## src/rtl/square_seq_pkg.sv

```systemverilog
// rtl/square_seq_pkg.sv - shared definitions for the sequential squarer
//
// Contents:
//   LEN_DEFAULT : default result width (operand width is half of it)
//   state_e     : FSM state encoding, IDLE = 0, BUSY = 1, DONE = 2
package square_seq_pkg;

    localparam int LEN_DEFAULT = 16;

    typedef enum logic [1:0] {
        IDLE = 2'd0,
        BUSY = 2'd1,
        DONE = 2'd2
    } state_e;

endpackage

```

## src/rtl/square_step.sv

```systemverilog
// rtl/square_step.sv - one shift-add iteration of the sequential squarer
//
// Ports:
//   acc     : running accumulator (LEN bits)
//   a       : latched operand (RLEN bits)
//   m0      : current multiplier bit
//   cnt     : iteration index, i.e. shift amount for this step
//   acc_nxt : accumulator after this step
module square_step #(
    parameter int LEN  = 16,
    parameter int RLEN = LEN / 2,
    parameter int CW   = 3
) (
    input  logic [LEN-1:0]  acc,
    input  logic [RLEN-1:0] a,
    input  logic            m0,
    input  logic [CW-1:0]   cnt,
    output logic [LEN-1:0]  acc_nxt
);

    logic [LEN-1:0] a_ext;

    always_comb begin
        a_ext   = {{(LEN - RLEN){1'b0}}, a};
        acc_nxt = m0 ? (acc + (a_ext << cnt)) : acc;
    end

endmodule

```

## src/rtl/square_seq.sv

```systemverilog
// rtl/square_seq.sv - sequential shift-add squarer, Y = X*X in RLEN cycles
//
// Ports:
//   clk, rst_n          : clock, asynchronous active-low reset
//   in_valid, in_ready  : operand handshake (in_ready high only in IDLE)
//   X                   : unsigned operand, RLEN = LEN/2 bits
//   out_valid, out_ready: result handshake (out_valid high only in DONE)
//   Y                   : unsigned result, LEN bits
module square_seq
    import square_seq_pkg::*;
#(
    parameter int LEN = LEN_DEFAULT
) (
    input  logic                clk,
    input  logic                rst_n,
    input  logic                in_valid,
    output logic                in_ready,
    input  logic [LEN/2-1:0]    X,
    output logic                out_valid,
    input  logic                out_ready,
    output logic [LEN-1:0]      Y
);

    localparam int RLEN = LEN / 2;
    localparam int CW   = $clog2(RLEN);

    state_e          state_q, state_d;
    logic [RLEN-1:0] a_q, a_d;
    logic [RLEN-1:0] m_q, m_d;
    logic [LEN-1:0]  acc_q, acc_d;
    logic [CW-1:0]   cnt_q, cnt_d;
    logic            in_ready_q, in_ready_d;
    logic            out_valid_q, out_valid_d;
    logic [LEN-1:0]  acc_step;

    square_step #(
        .LEN  (LEN),
        .RLEN (RLEN),
        .CW   (CW)
    ) u_step (
        .acc     (acc_q),
        .a       (a_q),
        .m0      (m_q[0]),
        .cnt     (cnt_q),
        .acc_nxt (acc_step)
    );

    always_comb begin
        state_d     = state_q;
        a_d         = a_q;
        m_d         = m_q;
        acc_d       = acc_q;
        cnt_d       = cnt_q;
        in_ready_d  = in_ready_q;
        out_valid_d = out_valid_q;
        case (state_q)
            IDLE: begin
                // in_ready is high throughout IDLE, so in_valid alone is the accept.
                if (in_valid) begin
                    state_d    = BUSY;
                    a_d        = X;
                    m_d        = X;
                    acc_d      = '0;
                    cnt_d      = '0;
                    in_ready_d = 1'b0;
                end
            end
            BUSY: begin
                // Fixed RLEN iterations: no early exit when M runs out of ones.
                acc_d = acc_step;
                m_d   = m_q >> 1;
                cnt_d = cnt_q + 1'b1;
                if (cnt_q == CW'(RLEN - 1)) begin
                    state_d     = DONE;
                    out_valid_d = 1'b1;
                end
            end
            DONE: begin
                if (out_ready) begin
                    state_d     = IDLE;
                    out_valid_d = 1'b0;
                    in_ready_d  = 1'b1;
                end
            end
            default: begin
                state_d     = IDLE;
                in_ready_d  = 1'b1;
                out_valid_d = 1'b0;
            end
        endcase
    end

    always_ff @(posedge clk or negedge rst_n) begin
        if (!rst_n) begin
            state_q     <= IDLE;
            a_q         <= '0;
            m_q         <= '0;
            acc_q       <= '0;
            cnt_q       <= '0;
            in_ready_q  <= 1'b1;
            out_valid_q <= 1'b0;
        end else begin
            state_q     <= state_d;
            a_q         <= a_d;
            m_q         <= m_d;
            acc_q       <= acc_d;
            cnt_q       <= cnt_d;
            in_ready_q  <= in_ready_d;
            out_valid_q <= out_valid_d;
        end
    end

    assign in_ready  = in_ready_q;
    assign out_valid = out_valid_q;
    assign Y         = acc_q;

endmodule
```

## config.mk

```make
export PLATFORM = sky130hd
export DESIGN_NAME = square_seq
export DESIGN_NICKNAME = d
export VERILOG_FILES = /design/src/rtl/square_seq_pkg.sv /design/src/rtl/square_step.sv /design/src/rtl/square_seq.sv
export SDC_FILE = /design/constraint.sdc
export NUM_CORES = 1
export LEC_CHECK = 0
export CAP_MARGIN = 20
export CORE_ASPECT_RATIO = 1.75
export CORE_UTILIZATION = 61
export DETAILED_ROUTE_END_ITERATION = 8
export DONT_BUFFER_PORTS = 1
export HOLD_SLACK_MARGIN = 0.15
export PLACE_DENSITY_LB_ADDON = 0.1
export SLEW_MARGIN = 10
export SYNTH_ARGS = -nofsm -noshare
export SYNTH_HDL_FRONTEND = slang
export SYNTH_HIERARCHICAL = 1
export SYNTH_SLANG_ARGS = --single-unit
```

## constraint.sdc

```tcl
create_clock -name clk -period 3.6 [get_ports clk]
set_clock_uncertainty 0.1 [all_clocks]
set_input_delay 0.36 -clock clk [delete_from_list [all_inputs] [get_ports clk]]
set_output_delay 0.36 -clock clk [all_outputs]
set_load 0.01 [all_outputs]
```

### Word level (Yosys, flattened, before mapping)

Index checks and enable logic that the tools add are counted.

* word-level logic and storage cells: 44
* register bits after elaboration: 39
* input bits: 12

* shifts and indexed selects: 1
* reduce and logical (&&, ||, !) cells: 8
* mux-type cells: 17
* $add $sub $neg: 2
* equal/unequal tests: 7
* bitwise gates (word level): 2

Operators by type and width (number)
* $mux 16: 2
* $pmux 16 s2: 1
* $add 16x16->16: 1
* $pmux 8 s2: 1
* $shl 8x3->16: 1
* $reduce_and 3->1: 4
* $mux 8: 1
* $ne 2x2->1 const B: 4
* $mux 2: 3
* $pmux 1 s3: 2
* $pmux 2 s3: 1
* $pmux 3 s2: 1
* $mux 1: 4
* $reduce_and 2->1: 2
* $add 3x1->3 const B: 1
* $eq 3x3->1 const B: 1
* $mux 3: 1
* $eq 2x1->1 const B: 1
* $eq 2x2->1 const B: 1
* $logic_not 2->1: 1
* $not 1->1: 2
* $reduce_bool 2->1: 1

### Depth between registers and ports, before layout

* depth after elaboration: 4
* depth in mapped cells: 15

### Modules after synthesis

The synthesis kept the hierarchy.

By module, submodules not included
* square_seq: sequential area each 977.2 um^2, times used 1, area each 1557.7 um^2, cells an instance 117
* square_step: sequential area each 0.0 um^2, times used 1, area each 1231.2 um^2, cells an instance 175

### Worst setup path after synthesis

No wires, ideal clock.

* path type: register to register
* from: reg cnt_q[0]
* to: reg acc_q[9], in the netlist Y[9]
* path buffers: 1
* cell stages (with the launch flop): 13
* clock period less this slack: 3.242 ns
* setup slack: 0.358 ns
* setup time: 0.121 ns
* data arrival time: 3.021 ns
* data required time: 3.379 ns
* path through: dfrtp_1 clkbuf_1 mux2_2 o21ai_0 nor2_1 ha_1 o21a_2 a211oi_2 nor2_1 a41o_1 xor2_1 mux2_4 a22o_1

* cells in the longest elaborated chain, start to end: 4

Ends and longest elaborated chain
* from (decl): line square_seq.sv:31 `logic [CW-1:0] cnt_q, cnt_d;`
* from (signal assigned): line square_seq.sv:107 `cnt_q <= cnt_d;`
* $shl 8x3->16: line square_step.sv:25 `acc_nxt = m0 ? (acc + (a_ext << cnt)) : acc;`
* $add 16x16->16: line square_step.sv:25
* $mux 16: line square_step.sv:25
* net acc_step[9]: line square_seq.sv:34 `logic [LEN-1:0] acc_step;`
* $pmux 16 s2: line square_seq.sv:56 `case (state_q)`
* to (signal assigned): line square_seq.sv:98 `acc_q <= '0;`
* to (signal assigned): line square_seq.sv:106 `acc_q <= acc_d;`
* to (decl): line square_seq.sv:30 `logic [LEN-1:0] acc_q, acc_d;`

The timed path passes the listed nets, and every way through them passes these cells. The select of a mux whose other input is x is not followed.
A chain may end at the register's enable or synchronous reset.

### Worst setup path after layout

* from: reg cnt_q[0]
* to: reg acc_q[12], in the netlist Y[12]

Same word-level chain as after synthesis.

==> reports/metrics.cfg <==
[grt]
grt_max_degree=40
grt_usage_pct=27.8
grt_pass1_vias=2259
grt_antenna_before_repair=0
grt_overflow_total=0
grt_pass1_wl_um=10100

[min_path]
worstHoldStart=in_valid
min_to=in_ready
whs_path_depth=2
holdCritPathClass=input pin to flop

[floorplan]
die_h_um=91.5
dieArea_mm2=0.00486
io_pins=30
core_mm2=0.00440
rows=32
initial_core_util_pct=63.3
die-width_um=53.1

[route]
routed_wl_um=6170
antenna_left=0
dr.first_iter.drc_count=70
wl_per_cell_um=17.6
drt_first_pass_iters=4
drc_errors=0
vias=2262
routed_via_density=6.46

[finish]
final_area_mm2=0.00301
drive_above_1_share_pct=15.7
nFillCells=373
nNetsFinal=328
mostFrequentLayoutCells=37 x dfrtp_1, 29 x nand2_1, 22 x mux2_2, 20 x o21ai_0
post-route-util_pct=68.4
syn_to_final_growth_pct=7.99
n_antenna_cell=0
fin_cells=350
final_common_cell=dfrtp_1

[setup_path]
path_cells=mux2_2, o21ai_0, nor2_1, ha_1, a211oi_1, o21ai_1, a21oi_1, o221ai_1, xor2_1, mux2_2, a22o_1
cp_slowest_stage_delay_ns=0.50
rr_worst_depth=11
end_kind=flop
crit_slowest_cell=dfrtp_2
r2r_end=Y[12]
cp.required_ns=3.69
cpMostUsedCell=mux2_2
rr_startpoint=cnt_q[0]
path_max_fanout=11
path_class=flop to flop
rrSetupSlack_ns=0.33
cp-start-kind=flop
worstPathArrival_ns=3.35

[timing]
fin_crit_sh_pct=90.8
achievable-frequency_ghz=0.306
finalSetupViolCount=0
rsz0062_at_grt=false
holdWs_ns=0.193
fin_tns_setup_ns=0
slew_violations=0
final_hold_viol_count=0
fin_ws_ns=0.332
slew_headroom_pct=39.5
fin_crit_ns=3.27
max_slew.worst_pin.slew_ns=0.908

[pwr]
p_switching_mw=1.60
p_int_mw=1.77
p_total_mw=3.37
seqPwrFrac_pct=26.7
p_leak_nw=1.37
powerDensity_mw_per_mm2=1120
irDropWorstVdd_uv=662
pwr-share-clk_pct=8.8
combinationalPowerShare_pct=64.5
netSwitchingFraction_pct=47.4

[logic_synthesis]
asyncSetResetFlopFracSynth_pct=100
synth.cell_area_mm2=0.00279
synth-edff-count=0
synth.avg_cell_area_um2=9.55
yosysUniqueCellTypes=51
ys_ff_latch=39
yosys.area_share.adder_pct=8.34
yosysWarnings=6
synth-compound-area-share_pct=25.0
synthSimpleGateAreaFrac_pct=10.5
synth_cells=292
ys_seq_area_share_pct=35.0
ys_top_cells_by_area=dfrtp_1 34%, mux2_2 8.9%, ha_1 7.6%
synth_nets=322
synth_top_family_by_area=compound AO/OA/AOI/OAI gates
yosys_most_used_dff=dfrtp_1
yosys.area.top_type=dfrtp_1
synth_top_area_share_pct=34.1
synthMuxAreaShare_pct=13.4
synth-xor-area-share_pct=3.14

[placed_design]
dp_hpwl_um=4490
gp_congestion=0.927
pre_cts_slack_ns=0.270
postPlaceCellArea_mm2=0.00279
placed_cells=330
io_buffers=0

[clock_tree]
htreeDepth=2
clk_latency_ns=0.29
cts_made_buffers=5
cts_buffer_depth=2
cts_sinks=39
cts_tree=built
cts_root_buf=clkbuf_8
clk_pin_slew_ns=0.08

[job]
maxCapViolations=0

[status]
status=complete, no violations

-- synthesized netlist by cell type (2+ instances only) --
| cell | count |
|---|---|
| nor2_1 | 18 |
| nor3_1 | 2 |
| xnor2_1 | 6 |
| clkbuf_1 | 4 |
| a211oi_1 | 3 |
| dfrtp_1 | 38 |
| ha_1 | 17 |
| mux2_4 | 3 |
| nand4_1 | 2 |
| a21oi_1 | 17 |
| inv_1 | 9 |
| o211ai_1 | 3 |
| buf_2 | 7 |
| o21ai_0 | 20 |
| o21bai_1 | 2 |
| a211o_1 | 2 |
| a21o_1 | 3 |
| nand2_1 | 29 |
| o21ai_1 | 2 |
| nand2b_1 | 3 |
| buf_6 | 2 |
| xor2_1 | 4 |
| clkbuf_2 | 2 |
| mux2_2 | 22 |
| nand3_1 | 5 |
| a22o_1 | 18 |
| mux2i_1 | 8 |
| a22oi_1 | 14 |
| o22ai_1 | 5 |
-- power by group through the flow --
stage	logic (mW)	registers (mW)	clock network, mW
floorplan	1.82	0.811	0
global placement	2.09	0.907	0
detailed placement	2.11	0.909	0
CTS	2.15	0.901	0.306
global route	2.39	0.937	0.322
finish	2.17	0.900	0.296
-- routing by layer --
| metal | wire length [um] | up-vias | GRT usage [%] | part of all wire [%] |
|---|---|---|---|---|
| met1 | 2400 | 1077 | 31.0 | 39 |
| met4 | 204 | 0 | 12.5 | 3.3 |
| met3 | 220 | 19 | 4.02 | 3.6 |
| met2 | 3340 | 67 | 49.2 | 54 |
| met5 | 0 | - | 0 | 0 |
| li1 | - | 1099 | - | - |
-- critical path, delay by kind of cell, from the launching register on --
family	cells	cell delay, ns
adder cells (fa/ha/maj)	1	0.35
flip-flops	1	0.50
multiplexers	2	0.65
AND/OR/NAND/NOR	1	0.07
XOR/XNOR	1	0.17
AO/OA/AOI/OAI	6	1.32
-- state kept, by name, summed over array words and instances (netlist names) --
register and count:
cnt_q 3, state_q 2, m_q 8, out_valid 1, in_ready 1, Y 16
a_q 8
-- worst max-delay path by stage --
stage | startpoint | end | slack, ns | cells past startpoint
2_1_floorplan | cnt_q[0] | Y[9] | 0.36 | 12
3_3_place_gp | cnt_q[0] | Y[9] | 0.32 | 11
3_5_place_dp | cnt_q[0] | Y[12] | 0.27 | 11
4_1_cts | cnt_q[0] | Y[9] | 0.26 | 11
5_1_grt | cnt_q[0] | Y[12] | 0.12 | 11
6_report | cnt_q[0] | Y[12] | 0.33 | 11
-- layout make-up --
class | instances | area [um2] | share of cell area, %
clock inverters | 3 | 20.0 | 0.665
repair buffers | 16 | 160 | 5.32
clock buffers | 5 | 68.8 | 2.29
multi-input cells | 227 | 1690 | 56.0
inverters | 9 | 33.8 | 1.12
well taps | 51 | 63.8 | 2.12
flip-flops and latches | 39 | 978 | 32.5
-- what timing repair did --
action                                  CTS  global route
buffers inserted                          0             0
hold buffers                             12             0
endpoints found under the setup margin    0             1
hold endpoints to repair                 58             0
gates resized for setup                   0             1
-- kinds of logic (layout without fill, tap and decap cells) --
group                    Yosys count  in the layout
AO/OA/AOI/OAI                    101            101
XOR/XNOR                          10             10
adder cells (fa/ha/maj)           18             18
buffers and inverters             26             33
flip-flops                        39             39
multiplexers                      33             33
AND/OR/NAND/NOR                   65             65
Note: power is estimated with default switching activity, not from simulation.
